### config.mk
export PLATFORM = sky130hd
export DESIGN_NAME = pdm_demodulator
export DESIGN_NICKNAME = d
export VERILOG_FILES = /design/src/rtl/pdm_demodulator.sv
export SDC_FILE = /design/constraint.sdc
export NUM_CORES = 1
export LEC_CHECK = 0
export CAP_MARGIN = 20
export CORE_MARGIN = 10
export CORE_UTILIZATION = 58
export CTS_BUF_LIST = sky130_fd_sc_hd__clkbuf_8
export DETAILED_ROUTE_END_ITERATION = 10
export PLACE_DENSITY = 0.85
export SLEW_MARGIN = 20
export SYNTH_ARGS = -nofsm -noshare
export SYNTH_HDL_FRONTEND = slang
export SYNTH_SLANG_ARGS = --single-unit
### constraint.sdc
create_clock -name clk -period 4.6 [get_ports clk]
set_input_delay 0.92 -clock clk [delete_from_list [all_inputs] [get_ports clk]]
set_output_delay 0.92 -clock clk [all_outputs]
set_load 0.01 [all_outputs]
### src/rtl/pdm_demodulator.sv
// PDM demodulator: counts ones over back-to-back 2**WINDOW_LOG2-cycle windows.
// It scales and saturates each count into a WIDTH-bit sample on a valid/ready output.
// Optional input synchroniser: define PDM_DEMOD_SYNC_EN.
module pdm_demodulator #(
  parameter int WIDTH       = 5,
  parameter int WINDOW_LOG2 = 5
) (
  input  logic             clk,
  input  logic             reset_n,
  input  logic             pdm_in,
  input  logic             enable,
  input  logic             out_ready,
  output logic [WIDTH-1:0] sample_out,
  output logic             out_valid,
  output logic             overrun
);

  localparam int SHIFT = WINDOW_LOG2 - WIDTH;
  localparam logic [WINDOW_LOG2-1:0] WLAST = '1;
  localparam logic [WINDOW_LOG2:0]   SAT   =
    {{(WINDOW_LOG2 + 1 - WIDTH){1'b0}}, {WIDTH{1'b1}}};

  logic [WINDOW_LOG2-1:0] wcnt_q, wcnt_d;
  logic [WINDOW_LOG2:0]   acc_q, acc_d;
  logic [WIDTH-1:0]       sample_q, sample_d;
  logic                   valid_q, valid_d;
  logic                   overrun_q, overrun_d;
  logic                   bit_s;
  logic [WINDOW_LOG2:0]   count;
  logic [WINDOW_LOG2:0]   scaled;
  logic                   win_end;
  logic                   xfer;

`ifdef PDM_DEMOD_SYNC_EN
  logic sync1_q, sync2_q;

  // Synchroniser runs regardless of enable, so a new window first sees stale history.
  always_ff @(posedge clk or negedge reset_n) begin
    if (!reset_n) begin
      sync1_q <= 1'b0;
      sync2_q <= 1'b0;
    end else begin
      sync1_q <= pdm_in;
      sync2_q <= sync1_q;
    end
  end

  assign bit_s = sync2_q;
`else
  assign bit_s = pdm_in;
`endif

  // Output handshake: a sample transfers on any edge with out_valid & out_ready;
  // out_valid stays high until then, and a fresh sample landing on an
  // unaccepted one overwrites it and raises the sticky overrun flag.
  assign xfer    = valid_q & out_ready;
  assign win_end = enable & (wcnt_q == WLAST);
  assign count   = acc_q + {{WINDOW_LOG2{1'b0}}, bit_s};
  assign scaled  = count >> SHIFT;

  always_comb begin
    wcnt_d    = wcnt_q;
    acc_d     = acc_q;
    sample_d  = sample_q;
    valid_d   = valid_q;
    overrun_d = overrun_q;
    if (xfer) begin
      valid_d = 1'b0;
    end
    if (!enable) begin
      wcnt_d    = '0;
      acc_d     = '0;
      overrun_d = 1'b0;
    end else if (win_end) begin
      wcnt_d   = '0;
      acc_d    = '0;
      sample_d = (scaled > SAT) ? {WIDTH{1'b1}} : scaled[WIDTH-1:0];
      valid_d  = 1'b1;
      if (valid_q && !out_ready) begin
        overrun_d = 1'b1;
      end
    end else begin
      wcnt_d = wcnt_q + 1'b1;
      acc_d  = count;
    end
  end

  always_ff @(posedge clk or negedge reset_n) begin
    if (!reset_n) begin
      wcnt_q    <= '0;
      acc_q     <= '0;
      sample_q  <= '0;
      valid_q   <= 1'b0;
      overrun_q <= 1'b0;
    end else begin
      wcnt_q    <= wcnt_d;
      acc_q     <= acc_d;
      sample_q  <= sample_d;
      valid_q   <= valid_d;
      overrun_q <= overrun_d;
    end
  end

  assign sample_out = sample_q;
  assign out_valid  = valid_q;
  assign overrun    = overrun_q;

endmodule

==> results_dict.tcl <==
set metrics [dict create \
    outcome "finished, final reports clean" \
    synth_seq_cells 18 \
    finish.instance_area_sq_um 945.9 \
    viasPerCell 5.531 \
    crit_path_end_kind "flip-flop" \
    ios 12 \
    drc_errors 0 \
    hold_viol_final 0 \
    nets 92 \
    seq_area_sq_um 450.4 \
    drive_above_1_share 0.06173 \
    placed_area_sq_um 890.9 \
    synth_top_area_cell "dfrtp_1" \
    firstDrtPassIters 4 \
    cp-start-kind "input pin" \
    fmax_mhz 421.4 \
    wl_um 1378 \
    stdcell_count 96 \
    finClkSkew_ps 1.026 \
    core-area_sq_um 1269 \
    final_core_util 0.7456 \
    ys_top_cells_by_area "dfrtp_1 58%, ha_1 8.1%, nor2_1 6.3%" \
    wire_per_inst_um 14.35 \
    max_slew_margin 0.4911 \
    cts_hold_buf 0 \
    dieArea_sq_um 3187 \
    fin_crit_sh 0.5158 \
    synth_cell_types 22 \
    num_rows 13 \
    multi_input_area_sq_um 307.8 \
    n_fill_cell 89 \
    grt_max_degree 19 \
    cts-root-buf "clkbuf_8" \
    grt_pass1_vias 570 \
    die_w_um 56.46 \
    port-buffer-count 11 \
    clk_path_buf_depth 2 \
    dp_cells 92 \
    rsz0062_at_grt "no" \
    h-tree-depth 1 \
    synth-edff-count 0 \
    critPathKind "input pin to flip-flop" \
    hold_path_class "flip-flop to flip-flop" \
    die_h_um 56.46 \
    start_util 0.6075 \
    dp_hpwl_um 1080 \
    vias 531 \
    yosys_warnings 0 \
    synth_area_per_cell_sq_um 11.33 \
    antenna_found_initial 0 \
    ys.flop_type "dfrtp_1" \
    antenna_cells 0 \
    antenna_left 0 \
    total_power_mw 0.3076 \
    drt_iter0_drc 11 \
    final.min_clock_period_ps 2373 \
    grt_overflow_total 0 \
    insertion_delay_ps 250 \
    worst_pin_slew_ps 760.9 \
    cts_tree "done" \
    cp.required_ps 4690 \
    cts_resized 0 \
    power_density_nw_per_um2 325.2 \
    crit_arrival_ps 2460 \
    syn_inst 68 \
    ir_drop_mv 0.2617 \
    async_flop_share 1.000 \
    syn_nets 78 \
    p_leak_nw 0.4422 \
    clkSlewWorstSetupHoldPaths_ps 60 \
    track_usage 0.09645 \
    synth_top_cell_area_share 0.5844 \
    grt_pass1_wl_um 2497 \
    tns_ps 0 \
    syn_to_final_growth_pct 22.73 \
    synth.most_common_cell "dfrtp_1" \
    slew_viol_final 0 \
    yosys-top-cells-count "18 x dfrtp_1, 13 x nor2_1, 5 x and2_1, 5 x ha_1" \
    setup_violations 0 \
    syn_area_sq_um 770.7 \
    cts_setup_buffers 0 \
    maxCapViolCount 0 \
    seq_area_frac_synth 0.5844 \
    cts_buffers 3 \
    cts_sinks 18 \
    place_congestion 0.7446 \
    critPathMaxFanout 6 \
]
state kept, by name, indices dropped and copies added (netlist names):
name and count:
acc_q 6, out_valid 1, overrun 1, sample_out 5, wcnt_q 5
critical path, cell delays in order:
cell and delay (ps):
clkdlybuf4s50_1 490, ha_1 180, nand3_2 110, o21ai_0 560, a41oi_1 210
power by group:
| group | internal, mW | leakage [nW] | switching (mW) |
|---|---|---|---|
| sequential | 0.162 | 0.247 | 0.00261 |
| clock | 0.0760 | 0.0288 | 0.0502 |
| combinational | 0.00776 | 0.166 | 0.00882 |
layout by cell type, fill, tap and decap left out:
cell | synthesis | routed
nand2_1 | 2 | 2
nand2b_1 | 1 | 1
xor2_1 | 3 | 3
o21a_1 | 1 | 1
and2_1 | 5 | 5
or3_1 | 1 | 1
nand3_1 | 2 | 2
dfrtp_1 | 18 | 18
ha_1 | 5 | 5
clkbuf_8 | 0 | 4
nand3_2 | 1 | 1
inv_1 | 1 | 1
a21oi_1 | 1 | 1
nor2_1 | 13 | 13
a31oi_1 | 2 | 2
a41oi_1 | 3 | 3
clkdlybuf4s50_1 | 0 | 11
nor3b_1 | 1 | 1
xnor2_1 | 2 | 2
and3_1 | 1 | 1
o21ai_0 | 2 | 2
nor2b_1 | 1 | 1
metrics by stage:
step	hold WS (ps)	worst slack [ps]
floorplan	432.9	2711
global placement	445.4	2085
detailed placement	458.4	1943
CTS	468.1	2221
global route	486.7	2087
finish	461.3	2227
logic make-up (layout without fill, tap and decap cells):
kind of cell	after synthesis	in the layout	synth area share
adders and majority gates	5	5	0.08117
buffers and inverters	3	16	0.01622
xor gates and xnor gates	5	5	0.05683
and+or+nand+nor	28	28	0.1819
DFF	18	18	0.5844
AOI/OAI and AO/OA	9	9	0.07955
routing by layer:
| layer | routed length, um | global-route usage | up-vias |
|---|---|---|---|
| li1 | - | - | 258 |
| met4 | 27 | 0.04124 | 0 |
| met5 | 0 | 0 | - |
| met2 | 729 | 0.1677 | 10 |
| met3 | 37 | 0.03371 | 5 |
| met1 | 582 | 0.1016 | 258 |
worst paths after layout:
kind	start	end	slack [ps]	cells past startpoint
max	pdm_in	sample_out[3]	2230	5
min	wcnt_q[0]	wcnt_q[0]	460	1
max reg2reg	wcnt_q[0]	sample_out[2]	2990	6
min reg2reg	wcnt_q[0]	wcnt_q[0]	460	1
max in group asynchronous	reset_n	sample_out[4]	3010	1
min in group asynchronous	reset_n	overrun	1120	1
final cells by class:
type / instances / area share
multi-input combinational: 47 / 0.3254
tap: 15 / 0.01984
timing repair buffer: 11 / 0.1164
inverter: 1 / 0.003968
sequential: 18 / 0.4762
clock buffer: 4 / 0.05820
No activity file was read; power rests on OpenSTA's default activity.
